## src/rtl/sd_crc_pkg.sv

```systemverilog
// -----------------------------------------------------------------------------
// sd_crc_pkg
//   Shared constants and the single-bit CRC update step for the SD bus
//   CRC generators/checkers (CRC7 on CMD, CRC16-CCITT per DAT lane).
//
//   crc_step() works on a register held in the low `width` bits of a
//   CRC_MAX_WIDTH-bit vector. This lets a single pure function serve every
//   legal CRC width (2..32). The RTL and the testbench reference model both
//   call it.
// -----------------------------------------------------------------------------
package sd_crc_pkg;

  localparam int unsigned CRC_MAX_WIDTH = 32;

  // CMD line: x^7 + x^3 + 1
  localparam int unsigned SD_CRC7_WIDTH  = 7;
  localparam logic [6:0]  SD_CRC7_POLY   = 7'h09;

  // DAT lines: x^16 + x^12 + x^5 + 1 (CCITT)
  localparam int unsigned SD_CRC16_WIDTH = 16;
  localparam logic [15:0] SD_CRC16_POLY  = 16'h1021;

  localparam int unsigned SD_DAT_LANES   = 4;

  // Mask that keeps the low `width` bits. A shift by 32 would overflow the
  // 32-bit literal, so the full-width case gets its own branch.
  function automatic logic [CRC_MAX_WIDTH-1:0] crc_mask(input int unsigned width);
    crc_mask = (width >= CRC_MAX_WIDTH) ? '1 : ((32'd1 << width) - 32'd1);
  endfunction

  // One MSB-first update step. The feedback bit is the incoming message bit
  // XOR the current register MSB. The register shifts left. On feedback the
  // polynomial (with its implicit x^width term dropped) is folded in.
  function automatic logic [CRC_MAX_WIDTH-1:0] crc_step(
    input logic [CRC_MAX_WIDTH-1:0] s,
    input logic                     d,
    input logic [CRC_MAX_WIDTH-1:0] poly,
    input int unsigned              width
  );
    logic [CRC_MAX_WIDTH-1:0] msb_vec;
    logic                     fb;
    logic [CRC_MAX_WIDTH-1:0] shifted;
    msb_vec  = s >> (width - 1);
    fb       = d ^ msb_vec[0];
    shifted  = s << 1;
    crc_step = (shifted ^ (fb ? poly : '0)) & crc_mask(width);
  endfunction

endpackage

```

## src/rtl/sd_crc_serial.sv

```systemverilog
// -----------------------------------------------------------------------------
// sd_crc_serial
//   Bit-serial, MSB-first CRC generator/checker for the SD bus. Use one
//   instance with the CRC7 parameters on CMD, and one instance per DAT lane
//   with the CRC16 parameters. The register starts at zero. There is no
//   reflection and no final XOR.
//
//   Generate: feed the message, then read `crc` (or shift it out MSB-first
//             while feeding the same bits back in, which leaves crc == 0).
//   Check:    feed the message followed by the received CRC bits. The frame
//             is error-free if and only if crc == 0 afterwards.
//
//   Parameters
//     WIDTH : CRC register width, legal range 2..32
//     POLY  : generator polynomial without the implicit x^WIDTH term
//
//   Ports
//     clk   : clock; all state changes on the rising edge
//     rst   : synchronous, active-high. With en=1 in the same cycle, the
//             bit on `data` is absorbed into a freshly cleared register.
//     en    : bit strobe; absorb `data` this cycle
//     data  : next message bit, frame MSB first
//     crc   : current remainder, driven straight from the state register
// -----------------------------------------------------------------------------
module sd_crc_serial
  import sd_crc_pkg::*;
#(
  parameter int unsigned       WIDTH = SD_CRC7_WIDTH,
  parameter logic [WIDTH-1:0]  POLY  = SD_CRC7_POLY
) (
  input  logic             clk,
  input  logic             rst,
  input  logic             en,
  input  logic             data,
  output logic [WIDTH-1:0] crc
);

  // NOTE: the declaration initializer gives the same zero at power-on in
  // simulation as a reset does. Synthesis tools that support register init
  // values map it onto the flops.
  logic [WIDTH-1:0] r = '0;

  logic [CRC_MAX_WIDTH-1:0] seed;
  logic [WIDTH-1:0]         step;

  // A reset in the same cycle as a bit strobe seeds the update from zero.
  // This lets the start bit be issued together with the reset.
  always_comb begin
    seed = rst ? '0 : CRC_MAX_WIDTH'(r);
    step = WIDTH'(crc_step(seed, data, CRC_MAX_WIDTH'(POLY), WIDTH));
  end

  // NOTE: state is updated with non-blocking assignments, so every register
  // samples values from before the edge.
  // `data` is only looked at when en=1, so an undefined bit during idle gaps
  // cannot reach the register.
  always_ff @(posedge clk) begin
    if (en) begin
      r <= step;
    end else if (rst) begin
      r <= '0;
    end
  end

  assign crc = r;

endmodule

```

## config.mk

```make
export PLATFORM = sky130hd
export DESIGN_NAME = sd_crc_serial
export DESIGN_NICKNAME = d
export VERILOG_FILES = /design/src/rtl/sd_crc_pkg.sv /design/src/rtl/sd_crc_serial.sv
export SDC_FILE = /design/constraint.sdc
export NUM_CORES = 1
export LEC_CHECK = 0
export CORE_AREA = 2 2 39 41
export DETAILED_ROUTE_END_ITERATION = 12
export DIE_AREA = 0 0 41 43
export PLACE_DENSITY_LB_ADDON = 0.08
export REMOVE_ABC_BUFFERS = 1
export SLEW_MARGIN = 20
export SYNTH_ARGS = -nofsm -noshare
export SYNTH_HDL_FRONTEND = slang
export SYNTH_SLANG_ARGS = --single-unit
```

## constraint.sdc

```tcl
create_clock -name clk -period 1.5 [get_ports clk]
set_input_delay 0.15 -clock clk [delete_from_list [all_inputs] [get_ports clk]]
set_output_delay 0.15 -clock clk [all_outputs]
set_load 0.005 [all_outputs]
```

**Word level (Yosys, flattened, before mapping)**

Index checks and enable logic that the tools add are counted.
W data, S select, Z words.

- Word-level logic and storage cells: 8
- Register bits after elaboration: 7
- Output and inout bits: 7

- Reductions and logical operators: 1
- Multiplexer cells: 4
- Bitwise gates (word level): 2

Operators by type and width:

| operator | number |
|---|---|
| $mux W7 | 3 |
| $xor A7 B4 Y7 | 1 |
| $mux W4 | 1 |
| $reduce_bool A2 Y1 | 1 |
| $xor A1 B1 Y1 | 1 |

**Logic depth before layout (Yosys ltp)**

Gate-level depths: netlist (run 1).

- Depth in word-level cells: 5
- Gate-level depth with buffers: 3
- Depth with buffers taken out: 3

**Worst setup path before layout (run 1)**

No wires, ideal clock.

- Kind: register to register
- Start point: reg r[6], in the netlist crc[6]
- End point: reg r[3], in the netlist crc[3] (data pin)
- Buffers on the path: 0
- Stages on the path, launching flop included: 4
- Clock period less this slack: 1.116 ns
- Arrival time: 0.970 ns
- Path slack: 0.384 ns
- Library setup time: 0.146 ns
- Cells stage by stage: edfxtp_1 > xnor2_1 > or3_1 > a21boi_1

- Word-level cells in the longest chain between the ends: 5

Ends and longest elaborated chain:

| element | line | text |
|---|---|---|
| from (decl) | sd_crc_serial.sv:41 | `logic [WIDTH-1:0] r = '0;` |
| from (signal assigned) | sd_crc_serial.sv:59 | `r <= step;` |
| $mux W7 | sd_crc_serial.sv:49 | `seed = rst ? '0 : CRC_MAX_WIDTH'(r);` |
| $xor A1 B1 Y1 | sd_crc_pkg.sv:44 | `fb = d ^ msb_vec[0];` |
| $mux W4 | sd_crc_pkg.sv:46 | `crc_step = (shifted ^ (fb ? poly : '0)) & crc_mask(width);` |
| $xor A7 B4 Y7 | sd_crc_pkg.sv:46 |  |
| $mux W7 | sd_crc_serial.sv:58 | `if (en) begin` |

Every way passes these cells.
A chain may end at the register's enable or synchronous reset.

**Worst setup path after layout (run 1)**

- Start point: reg r[6], in the netlist crc[6]
- End point: out crc[6]

RTL lines:

| element | line | text |
|---|---|---|
| to (decl) | sd_crc_serial.sv:35 | `output logic [WIDTH-1:0] crc` |

No word-level cell between the ends.

==> results.sh, run 1 <==
export IMPL_worst_slew_margin_rel_pct=81.18
export IMPL_worst_path_max_fanout=3
export IMPL_postSynthCellCount=21
export IMPL_yosysSeqAreaShare_pct=69.14
export IMPL_h_tree_levels=1
export IMPL_num_rows=14
export IMPL_max_freq_ghz=0.7775
export IMPL_grt_usage_pct=7.943
export IMPL_netlist_area_um2=304.0
export IMPL_setup_slack_at_placement_ns=0.1002
export IMPL_fin_crit_ns=1.286
export IMPL_cpLargestDelayFamily="buffers and inverters"
export IMPL_worst_ep_required_time_ns=1.35
export IMPL_clk_pin_slew_worst_paths_ns=0.05
export IMPL_placeableCoreArea_um2=1384
export IMPL_path_cells="clkdlybuf4s50_1"
export IMPL_yosys_most_used_dff="sky130_fd_sc_hd__edfxtp_1"
export IMPL_placedInstanceArea_um2=424.2
export IMPL_final_layout_size_suffix_gt1_share_pct=11.43
export IMPL_globalplace_congestion=0.6689
export IMPL_worst_hold_path_type="register to register"
export IMPL_clk_root_buffer_cell="sky130_fd_sc_hd__clkbuf_4"
export IMPL_post_cts_repair_setup_buffers=0
export IMPL_drtAntennaViolNets=0
export IMPL_slew_violations=0
export IMPL_grt_setup_unrepaired="false"
export IMPL_area_growth_pct=48.15
export IMPL_yosysWarnings=0
export IMPL_hold_violations=0
export IMPL_startpoint_type="register"
export IMPL_finalSetupViolations=0
export IMPL_finalWirelength_um=566
export IMPL_fin_tns_setup_ns=0
export IMPL_max_cap_violations=0
export IMPL_post_route_cell_area_um2=450.4
export IMPL_run_status="finished, final reports clean"
export IMPL_grt_overflow_total=0
export IMPL_postCtsResizedCells=0
export IMPL_largest_net_degree_at_the_start_of_global_routing=8
export IMPL_yosysTopAreaCellShare_pct=69.14
export IMPL_worstSkewPairLatency_ns=0.25
export IMPL_synth_area_leaders="sky130_fd_sc_hd__edfxtp_1 (69%), sky130_fd_sc_hd__and2_1 (12%), sky130_fd_sc_hd__xnor2_1 (5.8%)"
export IMPL_floorplan_die_height_um=43
export IMPL_finClkSkew_ns=0.002068
export IMPL_cts_buffers=3
export IMPL_setup_ws_ns=0.2138
export IMPL_fin_crit_sh_pct=85.75
export IMPL_ctsHoldBuffers=0
export IMPL_yosys_cell_count_top_type="sky130_fd_sc_hd__edfxtp_1"
export IMPL_drt_iter0_drc=4
export IMPL_layout_nets=40
export IMPL_antenna_found_initial=0
export IMPL_worst_endpoint_arrival_ns=1.14
export IMPL_critical_path_class="register to output port"
export IMPL_boundaryPins=11
export IMPL_tritoncts_num_sinks=7
export IMPL_tritoncts="yes"
export IMPL_fillerInstances=137
export IMPL_ff_latch_area_um2=210.2
export IMPL_max_stage_delay_ns=0.51
export IMPL_synthDominantAreaCellType="sky130_fd_sc_hd__edfxtp_1"
export IMPL_cts_path_max_buffers=2
export IMPL_max_ffs_per_register=7
export IMPL_via_count_of_the_first_global_routing_pass=190
export IMPL_vdd_ir_drop_worst_mv=0.3809
export IMPL_hpwl_um=389.2
export IMPL_synthArstFlopShare_pct=0
export IMPL_syn_mean_instance_area_um2=14.48
export IMPL_worst_path_max_delay_cell="sky130_fd_sc_hd__clkdlybuf4s50_1"
export IMPL_port_buffers=10
export IMPL_route_detailed_wl_per_inst_um=11.10
export IMPL_antennaDiodeCount=0
export IMPL_ys_top_cells_by_count="sky130_fd_sc_hd__edfxtp_1 (7), sky130_fd_sc_hd__and2_1 (6), sky130_fd_sc_hd__xnor2_1 (2)"
export IMPL_p_leak_nw=0.1623
export IMPL_worst_setup_path_end_kind="output port"
export IMPL_fin_hold_ws_ns=0.5556
export IMPL_chipWidth_um=41
export IMPL_crit_buf_inv=1
export IMPL_detailroute_via_count=204
export IMPL_synth_enable_flop_cells=7
export IMPL_tightest_slew_ns=0.2818
export IMPL_floorplan_initialDensity_pct=21.97
export IMPL_multiInputGateArea_um2=93.84
export IMPL_grt_pass1_wl_um=814
export IMPL_synth_distinct_cells=9
export IMPL_vias_per_cell=4.000
export IMPL_firstDrtPassIters=3
export IMPL_die_area_um2=1763
export IMPL_power_per_cell_area_nw_per_um2=1037
export IMPL_synth_seq_cells=7
export IMPL_drc_errors=0
cell families after synthesis:
group            count (synthesis)  share of synthesized area [%]
XOR/XNOR                         2                          5.762
AO/OA/AOI/OAI                    2                          4.115
flip-flops                       7                          69.14
AND/OR/NAND/NOR                 10                          20.99
worst paths after layout:
kind | start | endpoint | slack, ns | depth (start not counted)
hold reg to reg | crc[4] | crc[5] | 0.56 | 1
setup reg to reg | crc[6] | crc[3] | 0.28 | 3
setup / recovery | crc[6] | crc[6] | 0.21 | 1
hold / removal | crc[4] | crc[5] | 0.56 | 1
cell usage in the layout (no fill, tap or decap):
| master | synthesis | layout |
|---|---|---|
| sky130_fd_sc_hd__xnor2_1 | 2 | 2 |
| sky130_fd_sc_hd__and2_1 | 6 | 6 |
| sky130_fd_sc_hd__a21boi_1 | 1 | 1 |
| sky130_fd_sc_hd__o21ai_0 | 1 | 1 |
| sky130_fd_sc_hd__clkdlybuf4s50_1 | 0 | 10 |
| sky130_fd_sc_hd__or2b_1 | 1 | 1 |
| sky130_fd_sc_hd__or3_1 | 1 | 1 |
| sky130_fd_sc_hd__clkbuf_4 | 0 | 3 |
| sky130_fd_sc_hd__edfxtp_1 | 7 | 7 |
| sky130_fd_sc_hd__nor2b_1 | 1 | 1 |
| sky130_fd_sc_hd__clkbuf_1 | 0 | 1 |
| sky130_fd_sc_hd__or2_2 | 1 | 1 |
power by group:
| group | leakage (nW) | switching (W) | internal (W) |
|---|---|---|---|
| combinational | 0.0703 | 0.0000202 | 0.0000397 |
| clock | 0.0150 | 0.0000668 | 0.000101 |
| sequential | 0.0771 | 0.00000726 | 0.000232 |
| total | 0.162 | 0.0000943 | 0.000373 |
layer usage:
metal	up-vias	wire length, um	GRT usage (%)
met4	0	0	10.00
met5	-	0	0
met2	6	264	10.00
met1	98	262	8.418
met3	0	40	3.141
li1	100	-	-
area by class of cell:
| class | instances | area share [%] |
|---|---|---|
| flip-flops and latches | 7 | 46.67 |
| repair buffers | 10 | 22.22 |
| multi-input cells | 14 | 20.83 |
| clock buffers | 4 | 5.833 |
| well taps | 16 | 4.444 |
metrics by stage:
step	power (W)	util [%]	std cells
finish	0.0004672	32.55	51
global route	0.0004985	32.55	51
CTS	0.0004771	32.55	51
detailed placement	0.0003032	30.65	47
global placement	0.0003030	30.65	47
floorplan	0.0002616	-	21
Power figures use the tool's default switching activity.
==> run 2, diff against run 1 <==
GPL_TIMING_DRIVEN = 0   (was default)
SETUP_SLACK_MARGIN = 0.15   (was default)
==> results.sh, run 2 (synthesized netlist as in run 1, its figures left out) <==
export IMPL_run_status="finished, final reports clean"
export IMPL_ff_latch_area_um2=210.2
export IMPL_crit_buf_inv=1
export IMPL_startpoint_type="register"
export IMPL_regToRegEndpoint="crc[3]"
export IMPL_largest_net_degree_at_the_start_of_global_routing=8
export IMPL_clk_root_buffer_cell="sky130_fd_sc_hd__clkbuf_4"
export IMPL_placeableCoreArea_um2=1384
export IMPL_worstReg2RegStart="crc[6]"
export IMPL_r2r_cells=3
export IMPL_slew_violations=0
export IMPL_port_buffers=10
export IMPL_globalplace_congestion=0.6172
export IMPL_ctsHoldBuffers=0
export IMPL_worst_path_max_delay_cell="sky130_fd_sc_hd__clkdlybuf4s50_1"
export IMPL_worst_slew_margin_rel_pct=79.37
export IMPL_fin_crit_ns=1.263
export IMPL_fin_tns_setup_ns=0
export IMPL_final_instance_count_excl_fill=51
export IMPL_power_per_cell_area_nw_per_um2=1031
export IMPL_clk_pin_slew_worst_paths_ns=0.05
export IMPL_worst_ep_required_time_ns=1.35
export IMPL_drc_errors=0
export IMPL_path_cells="clkdlybuf4s50_1"
export IMPL_critical_path_class="register to output port"
export IMPL_timing_hold_worst_path_depth=1
export IMPL_antennaDiodeCount=0
export IMPL_worst_path_max_fanout=2
export IMPL_floorplan_initialDensity_pct=21.97
export IMPL_chipWidth_um=41
export IMPL_vias_per_cell=4.078
export IMPL_drt_iter0_drc=2
export IMPL_worst_endpoint_arrival_ns=1.11
export IMPL_grt_overflow_total=0
export IMPL_grt_usage_pct=7.739
export IMPL_fin_hold_ws_ns=0.5551
export IMPL_firstDrtPassIters=2
export IMPL_route_detailed_wl_per_inst_um=11.18
export IMPL_hold_end="crc[5]"
export IMPL_tightest_slew_ns=0.3088
export IMPL_via_count_of_the_first_global_routing_pass=191
export IMPL_worst_hold_path_type="register to register"
export IMPL_area_growth_pct=48.97
export IMPL_multiInputGateArea_um2=93.84
export IMPL_tritoncts="yes"
export IMPL_cpLargestDelayFamily="buffers and inverters"
export IMPL_worst_setup_path_end_kind="output port"
export IMPL_finalSetupViolations=0
export IMPL_floorplan_die_height_um=43
export IMPL_cts_path_max_buffers=2
export IMPL_max_stage_delay_ns=0.51
export IMPL_placed_cells_incl_taps=47
export IMPL_fillerInstances=137
export IMPL_layout_commonest_cell="sky130_fd_sc_hd__clkdlybuf4s50_1"
export IMPL_max_cap_violations=0
export IMPL_boundaryPins=11
export IMPL_max_ffs_per_register=7
export IMPL_h_tree_levels=1
export IMPL_final_util_pct=32.73
export IMPL_die_area_um2=1763
export IMPL_tritoncts_num_sinks=7
export IMPL_hpwl_um=384.5
export IMPL_detailroute_via_count=208
export IMPL_worstSkewPairLatency_ns=0.25
export IMPL_finClkSkew_ns=0.001494
export IMPL_vdd_ir_drop_worst_mv=0.3780
export IMPL_final_layout_size_suffix_gt1_share_pct=11.43
export IMPL_p_leak_nw=0.1767
export IMPL_drtAntennaViolNets=0
export IMPL_cts_buffers=3
export IMPL_num_rows=14
export IMPL_hold_violations=0
export IMPL_grt_setup_unrepaired="false"
export IMPL_layout_nets=40
export IMPL_fin_crit_sh_pct=84.17
export IMPL_antenna_found_initial=0
export IMPL_worstHoldStart="crc[4]"
export IMPL_finalWirelength_um=570
export IMPL_reg2reg_slack_ns=0.27
export IMPL_post_cts_repair_setup_buffers=0
export IMPL_final_cell_mix="sky130_fd_sc_hd__clkdlybuf4s50_1 (9), sky130_fd_sc_hd__edfxtp_1 (7), sky130_fd_sc_hd__and2_1 (6)"
export IMPL_max_freq_ghz=0.7920
export IMPL_grt_pass1_wl_um=814
export IMPL_postCtsResizedCells=0
[run 2: cell types whose count changed in the layout (fill, tap and decap cells not counted)]
cell,before,now
sky130_fd_sc_hd__clkdlybuf4s50_1,10,9
sky130_fd_sc_hd__dlymetal6s2s_1,0,1
[run 2: per-stage QoR]
stage                power, W  cell area, um^2  worst slack, ns
detailed placement  0.0003030            424.2           0.1050
global route        0.0004977            452.9           0.1794
finish              0.0004670            452.9           0.2374
floorplan           0.0002616            304.0           0.3840
CTS                 0.0004754            450.4           0.1923
global placement    0.0003030            424.2           0.1025
[run 2: layout make-up]
class	count	share of cell area, %
clock buffers	4	5.801
repair buffers	10	22.65
well taps	16	4.420
multi-input cells	14	20.72
flip-flops and latches	7	46.41
[run 2: how the worst max path moves through the flow]
stage	from	to	slack [ns]	cells after the start
global route	crc[2]	crc[2]	0.18	1
floorplan	crc[6]	crc[3]	0.38	3
CTS	crc[6]	crc[6]	0.19	1
detailed placement	rst	crc[0]	0.11	4
finish	crc[2]	crc[2]	0.24	1
global placement	rst	crc[0]	0.10	4
[run 2: report_power, final]
part	switching, W	total [W]	internal (W)
clock	0.0000671	0.000168	0.000101
sequential	0.00000720	0.000239	0.000232
combinational	0.0000203	0.0000595	0.0000392
total	0.0000946	0.000467	0.000372
[run 2: metal layers]
metal	track usage, %	part of all wire, %	vias up	wire length [um]
met5	0	0	-	0
met4	10.00	0	0	0
met3	3.141	6.5	0	37
met2	9.063	46	6	263
li1	-	-	100	-
met1	8.754	47	102	269
